<file path="config.mk">
export PLATFORM = sky130hd
export DESIGN_NAME = matmul_tile_streamer
export DESIGN_NICKNAME = d
export VERILOG_FILES = /design/src/rtl/matmul_tile_streamer.sv
export SDC_FILE = /design/constraint.sdc
export NUM_CORES = 2
export LEC_CHECK = 0
export CAP_MARGIN = 30
export CORE_AREA = 2 2 749 751
export CTS_BUF_LIST = sky130_fd_sc_hd__clkbuf_8 sky130_fd_sc_hd__clkbuf_16
export CTS_CLUSTER_DIAMETER = 200
export DETAILED_ROUTE_END_ITERATION = 16
export DIE_AREA = 0 0 751 753
export GPL_TIMING_DRIVEN = 0
export PLACE_DENSITY = 0.3
export SLEW_MARGIN = 20
export SYNTH_ARGS = -nofsm -noshare
export SYNTH_HDL_FRONTEND = slang
export SYNTH_SLANG_ARGS = --single-unit
</file>
<file path="constraint.sdc">
create_clock -name clk -period 4 [get_ports clk]
set_input_delay 0.4 -clock clk [delete_from_list [all_inputs] [get_ports clk]]
set_output_delay 0.4 -clock clk [all_outputs]
set_load 0.03 [all_outputs]
</file>
<file path="src/rtl/matmul_tile_streamer.sv">
// Packs an A/W element stream into zero-padded MxM tiles, runs the MatMul controller, drains C (k1 x k3); 1 beat/cycle, out_data holds while out_ready=0.
// in_ready/out_valid follow state combinationally; a WAIT watchdog is built when MM_TIMEOUT_EN is defined.
module matmul_tile_streamer #(
  parameter int M           = 3,
  parameter int TIMEOUT_CYC = 4096
) (
  input  logic               clk,
  input  logic               reset_n,
  input  logic               cmd_valid,
  output logic               cmd_ready,
  input  logic [7:0]         cmd_k1,
  input  logic [7:0]         cmd_k2,
  input  logic [7:0]         cmd_k3,
  input  logic               cmd_os,
  input  logic               in_valid,
  output logic               in_ready,
  input  logic [63:0]        in_data,
  output logic               out_valid,
  input  logic               out_ready,
  output logic [63:0]        out_data,
  output logic               out_last,
  output logic               err,
  output logic               busy,
  output logic               mm_start,
  input  logic               mm_done,
  output logic               mm_output_stationary,
  output logic [7:0]         mm_k1,
  output logic [7:0]         mm_k2,
  output logic [7:0]         mm_k3,
  output logic [64*M*M-1:0]  mm_A_tile_flat,
  output logic [64*M*M-1:0]  mm_W_tile_flat,
  input  logic [64*M*M-1:0]  mm_C_tile_flat
);

  localparam int CW = $clog2(M) + 1;
  localparam int NW = M * M;
  localparam int IW = (NW > 1) ? $clog2(NW) : 1;

  localparam logic [2:0] S_IDLE   = 3'd0;
  localparam logic [2:0] S_LOAD_A = 3'd1;
  localparam logic [2:0] S_LOAD_W = 3'd2;
  localparam logic [2:0] S_START  = 3'd3;
  localparam logic [2:0] S_WAIT   = 3'd4;
  localparam logic [2:0] S_DRAIN  = 3'd5;

  logic [2:0]          state, state_nxt;
  logic [CW-1:0]       row, col;
  logic [IW-1:0]       idx;
  logic [7:0]          row_lim, col_lim;
  logic                row_end, col_end, advance, cmd_bad, timeout;
  logic [NW-1:0][63:0] a_tile, w_tile, c_buf;

  assign in_ready  = (state == S_LOAD_A) || (state == S_LOAD_W);
  assign out_valid = (state == S_DRAIN);
  assign busy      = (state != S_IDLE);
  assign mm_start  = (state == S_START);

  // The same row/col walker serves A load, W load and C drain; only the bounds change.
  assign col_lim  = (state == S_LOAD_A) ? mm_k2 : mm_k3;
  assign row_lim  = (state == S_LOAD_W) ? mm_k2 : mm_k1;
  assign col_end  = (8'(col) == col_lim - 8'd1);
  assign row_end  = (8'(row) == row_lim - 8'd1);
  assign idx      = IW'(int'(row) * M + int'(col));
  assign advance  = (in_valid && in_ready) || (out_valid && out_ready);
  assign out_last = out_valid && row_end && col_end;
  assign out_data = c_buf[idx];

  assign mm_A_tile_flat = a_tile;
  assign mm_W_tile_flat = w_tile;

  assign cmd_bad = (cmd_k1 == 8'd0) || (cmd_k2 == 8'd0) || (cmd_k3 == 8'd0) ||
                   (cmd_k1 > 8'(M)) || (cmd_k2 > 8'(M)) || (cmd_k3 > 8'(M));

`ifdef MM_TIMEOUT_EN
  localparam int TW = $clog2(TIMEOUT_CYC + 1);
  logic [TW-1:0] wait_cnt;

  always_ff @(posedge clk or negedge reset_n) begin
    if (!reset_n)               wait_cnt <= '0;
    else if (state != S_WAIT)   wait_cnt <= '0;
    else                        wait_cnt <= wait_cnt + TW'(1);
  end

  assign timeout = (state == S_WAIT) && !mm_done && (wait_cnt == TW'(TIMEOUT_CYC - 1));
`else
  assign timeout = 1'b0;
`endif

  always_comb begin
    state_nxt = state;
    case (state)
      S_IDLE:   if (cmd_valid && cmd_ready && !cmd_bad) state_nxt = S_LOAD_A;
      S_LOAD_A: if (in_valid && row_end && col_end)     state_nxt = S_LOAD_W;
      S_LOAD_W: if (in_valid && row_end && col_end)     state_nxt = S_START;
      S_START:  state_nxt = S_WAIT;
      S_WAIT: begin
        if (mm_done)      state_nxt = S_DRAIN;
        else if (timeout) state_nxt = S_IDLE;
      end
      S_DRAIN:  if (out_ready && row_end && col_end)    state_nxt = S_IDLE;
      default:  state_nxt = S_IDLE;
    endcase
  end

  always_ff @(posedge clk or negedge reset_n) begin
    if (!reset_n) begin
      row <= '0;
      col <= '0;
    end else if (advance) begin
      if (col_end) begin
        col <= '0;
        row <= row_end ? '0 : row + CW'(1);
      end else begin
        col <= col + CW'(1);
      end
    end
  end

  // cmd_ready is a flop so it reads 0 while reset is held, then rises the cycle after release.
  always_ff @(posedge clk or negedge reset_n) begin
    if (!reset_n) begin
      state                <= S_IDLE;
      cmd_ready            <= 1'b0;
      err                  <= 1'b0;
      mm_k1                <= '0;
      mm_k2                <= '0;
      mm_k3                <= '0;
      mm_output_stationary <= 1'b0;
      a_tile               <= '0;
      w_tile               <= '0;
      c_buf                <= '0;
    end else begin
      state     <= state_nxt;
      cmd_ready <= (state_nxt == S_IDLE);
      err       <= 1'b0;
      case (state)
        S_IDLE: begin
          if (cmd_valid && cmd_ready) begin
            if (cmd_bad) begin
              err <= 1'b1;
            end else begin
              mm_k1                <= cmd_k1;
              mm_k2                <= cmd_k2;
              mm_k3                <= cmd_k3;
              mm_output_stationary <= cmd_os;
              a_tile               <= '0;
              w_tile               <= '0;
            end
          end
        end
        S_LOAD_A: if (in_valid) a_tile[idx] <= in_data;
        S_LOAD_W: if (in_valid) w_tile[idx] <= in_data;
        S_WAIT: begin
          if (mm_done)      c_buf <= mm_C_tile_flat;
          else if (timeout) err   <= 1'b1;
        end
        default: ;
      endcase
    end
  end

endmodule

</file>
==> summary.md <==
| Metric | Value |
|---|---|
| Run status | complete, but fails checks |
| Violated checks | negative setup slack |
| Post-route setup slack | -584.7 ps |
| DR DRC count | 0 |
| Syn. warnings | 0 |
| # IOs | 1,919 |
| Peak fanout along the critical path | 6 |
| Row cnt | 275 |
| Final #Nets | 8,113 |
| P_int | 40.69 mW |
| Synth Area per Inst | 14.85 µm² |
| Overflow after GRT | 0 |
| IO Port Bufs | 1,854 |
| H-tree levels | 4 |
| Initial DRT Pass Iterations | 5 |
| Synth Flop Type | dfrtp_1 |
| Mapped Cells | 4,599 |
| Register area share after synthesis | 64.62% |
| Most frequent cells in the layout | clkdlybuf4s50_1, dfrtp_1, a22o_1 |
| Post-placement setup slack | -2493 ps |
| Max-slew violations | 0 |
| Global Route Usage Sum | 16.82% |
| Hold Path Class | in2reg |
| Global placement routability congestion | 0.8211 |
| Worst Setup End Kind | output port |
| DP Area | 99,980 µm² |
| R2r setup slk | -110 ps |
| Fraction of registers with async set/reset | 100.0% |
| NetSw | 18.92 mW |
| Area growth, synth to finish | 70.39% |
| CP required | 3600 ps |
| Final Skew | 54.49 ps |
| Routed WL | 493,600 µm |
| Num CTS Buffers | 239 |
| Post-synth EDFFs | 0 |
| Max Fclk | 218.1 MHz |
| Leading area contributor after synthesis | dfrtp_1 |
| Crit path DAT | 4180 ps |
| Mapped Area | 68,310 µm² |
| Clock sink total | 1,764 |
| Slew headroom | 32.91% |
| Hold Path Origin | in_data[63] |
| Final setup fails | 85 |
| Die footprint | 565,500 µm² |
| Drt initial violations | 3,392 |
| LEAKAGE | 48.25 nW |
| RSZ-0062 raised after global routing | true |
| Post-layout minimum cycle time | 4585 ps |
| Initial antenna violation count | 249 |
| Final Instance Area | 116,400 µm² |
| Post-route ant nets | 0 |
| Area of the core | 558,400 µm² |
| Fraction of the cycle the final worst path needs | 114.6% |
| Commonest non-fill, non-tap cell in the layout | clkdlybuf4s50_1 |
| Largest net degree at the start of global routing | 134 |
| Die Y | 753 µm |
| Setup CP Type | reg2out |
| Clk slew on worst S/H paths | 60 ps |
| Post-synthesis register bit count | 1,764 |
| Initial core utilization | 12.23% |
| Synth area leaders | dfrtp_1, a22o_1, mux2_2, mux4_2, clkbuf_1 |
| Final hold viol count | 0 |
| Max VDD drop | 0.4146 mV |
| Combinational share of power | 24.7% |
| Slew of the pin with the lowest slew margin | 1006 ps |
| FF-to-FF End | mm_A_tile_flat[295] |
| Setup TNS | -30,230 ps |
| Syn nets | 5,279 |
| Max clock buf depth | 4 |
| Avg WL per Cell | 32.44 µm |
| CTS tree | yes |
| Vias | 56.05k |
| Hold path depth | 2 |
| Crit path launch | row[1] |
| Clock latency on the worst-skew pair | 940 ps |
| Vias in the first global route | 59.20k |
| Clock share of power | 38.6% |
| Post-synth top area share | 64.62% |
| First-pass GRT wire length | 633,400 µm |
| R2R depth | 14 |
| Pwr dens | 512.2 nW/µm² |
| Vias/cell | 3.683 |
| Chip Width | 751 µm |
| Root Buffer | clkbuf_16 |
| Hold EP | mm_W_tile_flat[127] |
| Layout cell share with drive strength beyond 1 | 24.52% |
| Part of the power in registers | 36.7% |
| CP startpoint kind | register |
| DP Wirelength | 403,700 µm |
| Sw frac | 31.74% |
| Synth cell types | 55 |
| Worst flop-to-flop path startpoint | row[1] |
| Max cap viols | 0 |
## routing by layer
layer / track usage, % / part of all wire, % / routed length (µm)
met1: 18.06 / 36 / 177700
met2: 31.31 / 52 / 258200
met3: 5.102 / 7.8 / 38650
met4: 5.126 / 3.7 / 18140
met5: 0 / 0.20 / 971
## logic make-up after synthesis
| logic type | count (synthesis) | share of synthesized area (%) |
|---|---|---|
| flops | 1764 | 64.62 |
| xor+xnor | 11 | 0.1410 |
| fa+ha+maj | 9 | 0.1978 |
| simple gates | 251 | 1.998 |
| compound gates | 1336 | 16.24 |
| mux | 720 | 13.99 |
| buf+inv | 508 | 2.810 |
## critical path, cell delays in order (launching register included)
cell	delay, ps
dfrtp_2	430
fa_1	480
ha_2	200
fa_2	400
xnor2_4	290
xnor2_4	180
buf_8	160
buf_16	150
clkbuf_16	170
and3_4	190
a21oi_4	40
o21ai_2	190
buf_6	170
buf_6	130
## synthesized netlist by cell type (3+ instances only)
| cell type | instances |
|---|---|
| a211oi_1 | 3 |
| a21oi_1 | 68 |
| a22o_1 | 1153 |
| a31o_2 | 3 |
| and3_1 | 67 |
| buf_1 | 81 |
| clkbuf_1 | 415 |
| dfrtp_1 | 1764 |
| fa_1 | 3 |
| ha_1 | 6 |
| inv_1 | 9 |
| mux2_2 | 585 |
| mux2i_1 | 4 |
| mux4_2 | 128 |
| nand2_1 | 20 |
| nand2b_1 | 3 |
| nand3_1 | 70 |
| nor2_1 | 37 |
| nor2b_1 | 21 |
| nor3_1 | 6 |
| nor3b_1 | 4 |
| nor4_1 | 9 |
| o21ai_0 | 71 |
| o21ai_1 | 18 |
| o22ai_1 | 5 |
| xnor2_1 | 7 |
| xor2_1 | 4 |
## per-stage QoR
| stage | util (%) | total power, mW | hold WS (ps) | cells |
|---|---|---|---|---|
| 3_3_place_gp | 17.23 | 34.32 | 483.2 | 13930 |
| 5_1_grt | 20.82 | 62.27 | 10.96 | 15160 |
| 4_1_cts | 20.60 | 60.27 | 0.3151 | 15090 |
| 3_5_place_dp | 17.90 | 34.87 | 256.9 | 14090 |
| 6_report | 20.84 | 59.61 | 108.6 | 15220 |
| 2_1_floorplan | - | 27.28 | 104.4 | 4599 |
## area by class of cell
type | instances | area (µm²)
clock inverter | 130 | 1406
fill | 59790 | 442000
sequential | 1764 | 44150
timing repair buffer | 2617 | 28120
multi-input combinational | 2327 | 23580
tap | 7479 | 9358
antenna | 108 | 270.3
clock buffer | 308 | 6942
inverter | 9 | 33.78
buffer | 475 | 2534
## sequential cells by signal, indices dropped and copies added (netlist names), 3 cells and up
name / cells
c_buf: 576
mm_A_tile_flat: 576
mm_W_tile_flat: 576
mm_k1: 8
mm_k2: 8
mm_k3: 8
col: 3
row: 3
state: 3
## power by group through the flow
stage	logic, mW	clock network (mW)	registers [mW]
6_report	14.7	23.0	21.9
2_1_floorplan	6.16	0	21.1
5_1_grt	15.6	24.5	22.1
4_1_cts	14.5	23.8	22.0
3_3_place_gp	11.9	0	22.4
3_5_place_dp	12.6	0	22.3
## worst max-delay path by stage
stage | to | slack [ps] | cells after the start
finish | out_data[60] | -580 | 13
detailed placement | out_data[63] | -2490 | 11
floorplan | out_data[57] | 70 | 9
global placement | mm_W_tile_flat[271] | -86760 | 1
CTS | out_data[58] | -820 | 12
global route | out_data[60] | -770 | 13
## repair_timing
action	4_1_cts	5_1_grt
hold buffers	499	0
pin swaps	59	52
buffers inserted	70	32
cloned	4	3
hold endpoints to repair	1167	0
endpoints found under the setup margin	1515	868
resized for setup	813	346
Power figures use the tool's default switching activity.
